File: config.mk
export PLATFORM = sky130hd
export DESIGN_NAME = lu_serial_ctrl_flat
export DESIGN_NICKNAME = d
export VERILOG_FILES = /design/src/rtl/lu_serial_ctrl_if.sv /design/src/rtl/lu_serial_ctrl.sv /design/src/flat_wrapper.sv
export SDC_FILE = /design/constraint.sdc
export NUM_CORES = 1
export LEC_CHECK = 0
export ABC_AREA = 1
export ABC_CLOCK_PERIOD_IN_PS = 1600
export CORE_AREA = 2 2 69 71
export DETAILED_ROUTE_END_ITERATION = 8
export DIE_AREA = 0 0 71 73
export PLACE_DENSITY = 0.64
export SLEW_MARGIN = 20
export SYNTH_ARGS = -nofsm -noshare
export SYNTH_HDL_FRONTEND = slang
export SYNTH_SLANG_ARGS = --single-unit
File: constraint.sdc
create_clock -name clk -period 1.6 [get_ports clk]
set_input_delay 0.32 -clock clk [delete_from_list [all_inputs] [get_ports clk]]
set_output_delay 0.32 -clock clk [all_outputs]
set_load 0.01 [all_outputs]
File: src/rtl/lu_serial_ctrl_if.sv
// Handshake and operand/result bundle for the bit-serial logic-unit controller.
interface lu_serial_ctrl_if #(
  parameter int WIDTH = 8
);
  logic                     start;
  logic [1:0]               op;
  logic [WIDTH-1:0]         a;
  logic [WIDTH-1:0]         b;
  logic                     busy;
  logic                     done;
  logic [WIDTH-1:0]         result;
  logic [$clog2(WIDTH)-1:0] bit_idx;

  modport master (
    output start, op, a, b,
    input  busy, done, result, bit_idx
  );

  modport slave (
    input  start, op, a, b,
    output busy, done, result, bit_idx
  );
endinterface

File: src/rtl/lu_serial_ctrl.sv
// Bit-serial bitwise AND/OR/NAND/NOR engine: one 1-bit logic unit, LSB first,
// one bit per clock, with IDLE/RUN/DONE sequencing and back-to-back restart.
module lu_serial_ctrl #(
  parameter int WIDTH = 8
) (
  input  logic             clk,
  input  logic             rst_n,
  lu_serial_ctrl_if.slave  bus
);

  localparam int CW = $clog2(WIDTH);
  localparam logic [CW-1:0] LAST = CW'(WIDTH - 1);

  typedef enum logic [1:0] {IDLE, RUN, DONE} state_t;

  state_t           state, state_nx;
  logic [WIDTH-1:0] a_reg, b_reg, sr, res;
  logic [1:0]       op_reg;
  logic [CW-1:0]    cnt;
  logic             lu_bit;
  logic             capture;
  logic             busy, done;
  logic [WIDTH-1:0] sr_nx;

  // op[1] inverts the output, op[0] picks OR over AND
  function automatic logic lu(input logic x, input logic y, input logic [1:0] op);
    logic r;
    r = op[0] ? (x | y) : (x & y);
    return op[1] ? ~r : r;
  endfunction

  assign lu_bit = lu(a_reg[cnt], b_reg[cnt], op_reg);
  assign sr_nx  = {lu_bit, sr[WIDTH-1:1]};

  always_ff @(posedge clk or negedge rst_n) begin
    if (!rst_n) state <= IDLE;
    else        state <= state_nx;
  end

  always_comb begin
    state_nx = state;
    capture  = 1'b0;
    busy     = 1'b0;
    done     = 1'b0;
    unique case (state)
      IDLE: begin
        if (bus.start) begin
          state_nx = RUN;
          capture  = 1'b1;
        end
      end
      RUN: begin
        busy = 1'b1;
        if (cnt == LAST) state_nx = DONE;
      end
      DONE: begin
        done = 1'b1;
        if (bus.start) begin
          state_nx = RUN;
          capture  = 1'b1;
        end else begin
          state_nx = IDLE;
        end
      end
      default: state_nx = IDLE;
    endcase
  end

  // Operands are captured once so mid-run input changes cannot leak in;
  // the counter parks on the last bit instead of wrapping.
  always_ff @(posedge clk or negedge rst_n) begin
    if (!rst_n) begin
      a_reg  <= '0;
      b_reg  <= '0;
      op_reg <= '0;
      cnt    <= '0;
      sr     <= '0;
      res    <= '0;
    end else if (capture) begin
      a_reg  <= bus.a;
      b_reg  <= bus.b;
      op_reg <= bus.op;
      cnt    <= '0;
      sr     <= '0;
    end else if (state == RUN) begin
      sr <= sr_nx;
      if (cnt == LAST) res <= sr_nx;
      else             cnt <= cnt + CW'(1);
    end
  end

  assign bus.busy    = busy;
  assign bus.done    = done;
  assign bus.result  = res;
  assign bus.bit_idx = (state == RUN) ? cnt : '0;

endmodule
File: src/flat_wrapper.sv
// flat-port wrapper written by rule: the top's interface ports become plain ports
module lu_serial_ctrl_flat 
#(
  parameter int WIDTH = 8
)
  (clk, rst_n, bus_start, bus_op, bus_a, bus_b, bus_busy, bus_done, bus_result, bus_bit_idx);
  lu_serial_ctrl_if #(.WIDTH(WIDTH)) bus_i ();
  input  logic clk;
  input  logic rst_n;
  input wire logic [$bits(bus_i.start)-1:0] bus_start;
  input wire logic [$bits(bus_i.op)-1:0] bus_op;
  input wire logic [$bits(bus_i.a)-1:0] bus_a;
  input wire logic [$bits(bus_i.b)-1:0] bus_b;
  output wire logic [$bits(bus_i.busy)-1:0] bus_busy;
  output wire logic [$bits(bus_i.done)-1:0] bus_done;
  output wire logic [$bits(bus_i.result)-1:0] bus_result;
  output wire logic [$bits(bus_i.bit_idx)-1:0] bus_bit_idx;
  assign bus_i.start = bus_start;
  assign bus_i.op = bus_op;
  assign bus_i.a = bus_a;
  assign bus_i.b = bus_b;
  assign bus_busy = bus_i.busy;
  assign bus_done = bus_i.done;
  assign bus_result = bus_i.result;
  assign bus_bit_idx = bus_i.bit_idx;
  lu_serial_ctrl #(.WIDTH(WIDTH)) u_core (.clk(clk), .rst_n(rst_n), .bus(bus_i));
endmodule
==> flow_summary.ini <==
[status]
outcome = complete, no violations

[clock_network]
cts_tree = done
clockRootBuffer = clkbuf_8
cts_buffer_depth = 2
clock_latency_ns = 0.29
tritoncts.num_buffers = 5
cts_max_level = 2
cts_sinks = 38
path_clk_slew_ns = 0.07
cts_setup_buffers = 0

[grt]
first_global_vias = 1286
grt_pass1_wl_um = 5660
grt_max_degree = 39
track_usage_pct = 14.1
antenna_found_initial = 0
gr-total-overflow = 0

[place]
hpwlAfterDp_um = 2310
gp_congestion = 0.744
dp_cells = 275
place.port_buffers = 33
place_area_mm2 = 0.00214

[sta]
finalSetupViolCount = 0
skew_ns = 0.00433
hold_viol_final = 0
hold_ws_ns = 0.482
timing.fmax_ghz = 0.649
relSlewSlack_pct = 85.6
drv_slew = 0
rsz0062_at_grt = false
period_needed_ns = 1.54
fin_tns_setup_ns = 0
worstMarginPinSlew_ns = 0.215
finalCritPeriodShare_pct = 96.4

[finish]
design_area_mm2 = 0.00225
drive_above_1_share_pct = 19.1
area_delta_synth_final_pct = 32.4
stdcell_count = 284
antenna_cells = 0
final_util_pct = 49.5
fin_nets = 252

[drt]
drtAntennaViolNets = 0
drt-initial-drc-count = 76
wl_um = 3180
drc = 0
routedWlPerCell_um = 11.2
routed_via_density = 4.58
vias = 1301
drt_pass1_iterations = 4

[worst_setup_path]
required_ns = 1.28
worstPathArrival_ns = 1.22
worst-path-buf-inv = 2
path_cells = nor2_4 > inv_2 > nor2_1 > clkdlybuf4s15_1
path_class = reg -> out
path_max_fanout = 4
cp-end-kind = output pin
worst_path_max_delay_cell = dfrtp_1
setup.worst_path.start_class = flip-flop
reg2reg_setup_slack_ns = 0.21
crit_family = flip-flops
cp_slowest_stage_delay_ns = 0.41

[synth]
synth_cells = 184
yosys.area_share.xor_xnor_pct = 0
netlist.area_leader.share_pct = 56.0
ys_types = 21
muxShareOfSynthArea_pct = 2.65
yosysMostFrequentCell = dfrtp_1
synth_flop_cell = dfrtp_1
synth.largest_area_cell = dfrtp_1
ys_warn_count = 0
synth-compound-area-share_pct = 12.1
synthSimpleGateAreaFrac_pct = 19.0
seq_area_frac_synth_pct = 56.0
synth_nets = 207
synth.cells.most_frequent = dfrtp_1 (38), nand2_1 (29), inv_1 (25)
synthTopCellsByArea = dfrtp_1 (56%), nand2_1 (6.4%), inv_1 (5.5%), nand3_1 (4.7%), nor2_1 (4.4%)
synthAdderAreaFrac_pct = 1.47
post_synth.cell_area_avg_um2 = 9.22
synth-edff-count = 0
synth-async-reset-ratio_pct = 100
ys_seq_elements = 38
synthesis.area_mm2 = 0.00170
synth_top_family_by_area = simple AND/OR/NAND/NOR gates

[power]
power_frac_comb_pct = 45.3
power_density_mw_per_mm2 = 1910
clkPwrFrac_pct = 17.7
p_sw_w = 0.00158
p_leak_nw = 1.10
p_sw_share_pct = 36.7
intPower_w = 0.00272
ir_worst_vdd_uv = 903
seqPwrFrac_pct = 37.0

[floorplanning]
fp.coreArea_mm2 = 0.00454
die_y_um = 73
die-area_mm2 = 0.00518
initial_core_util_pct = 37.4
num_rows = 25
die_w_um = 71
pin_count = 34

[worst_hold_path]
worstHoldPathType = reg -> reg

[flow_run]
drv_cap = 0
-- power by group through the flow --
stage	Sequential, W	Combinational, W	Clock, W
after global routing	0.00164	0.00223	0.000834
after floorplan	0.00162	0.00126	0
after detailed placement	0.00161	0.00201	0
after CTS	0.00159	0.00199	0.000789
after global placement	0.00160	0.00198	0
final	0.00159	0.00194	0.000762
-- repair_timing --
| item | 4_1_cts | 5_1_grt |
|---|---|---|
| endpoints found under the setup margin | 5 | 9 |
| hold buffers | 1 | 0 |
| gates resized for setup | 6 | 6 |
| endpoints found under the hold margin | 38 | 0 |
-- final timing paths --
kind | from | to | cells past startpoint
max in group asynchronous | rst_n | u_core.b_reg[6]$_DFFE_PN0P_ | 3
setup / recovery | u_core.state[1]$_DFFE_PN0P_ | bus_bit_idx[0] | 4
setup reg to reg | u_core.cnt[1]$_DFFE_PN0P_ | u_core.bus.result[1]$_DFFE_PN0P_ | 7
hold / removal | u_core.bus.result[2]$_DFFE_PN0P_ | u_core.bus.result[2]$_DFFE_PN0P_ | 2
hold reg to reg | u_core.bus.result[2]$_DFFE_PN0P_ | u_core.bus.result[2]$_DFFE_PN0P_ | 2
min in group asynchronous | rst_n | u_core.bus.result[1]$_DFFE_PN0P_ | 3
-- stage by stage --
| stage | power (W) | setup WS [ns] |
|---|---|---|
| 6_report | 0.00429 | 0.0582 |
| 2_1_floorplan | 0.00288 | 0.218 |
| 3_5_place_dp | 0.00362 | 0.0502 |
| 3_3_place_gp | 0.00357 | 0.0778 |
| 4_1_cts | 0.00437 | 0.00996 |
| 5_1_grt | 0.00471 | 0.00202 |
-- final cells by class --
cell class	count	area, µm²
fillers	429	2290
well taps	54	67.6
flip-flops and latches	38	951
clock buffers	8	110
inverters	29	111
repair buffers	44	410
multi-input cells	111	597
-- kinds of logic (layout without fill, tap and decap cells) --
kind of cell	count (synthesis)	in the layout
adder cells (fa/ha/maj)	2	2
AO/OA/AOI/OAI	33	33
AND/OR/NAND/NOR	72	72
flip-flops	38	38
buffers and inverters	35	81
multiplexers	4	4
-- cell usage in the layout (no fill, tap or decap), drive strengths merged --
master / n
dfrtp: 38
nand2: 31
inv: 29
clkdlybuf4s50: 27
nor2: 24
nand3: 17
a21oi: 14
o21ai: 12
buf: 11
clkbuf: 10
o22ai: 6
mux2: 4
ha: 2
dlygate4sd2: 2
o211ai: 1
dlygate4sd3: 1
clkdlybuf4s15: 1
-- per-layer routing --
layer  vias to the layer above  global-route usage, %  wire length [µm]
met5                         -                      0                 0
met4                         0                   5.03                42
met3                         5                   4.56               144
met2                        27                   23.3              1570
met1                       599                   17.5              1430
li1                        670                      -                 -
-- worst min-delay path, stage by stage, from the launching register on --
cell	delay [ns]
dfrtp_1	0.35
nand2_1	0.06
o21ai_2	0.04
Power figures use the tool's default switching activity.
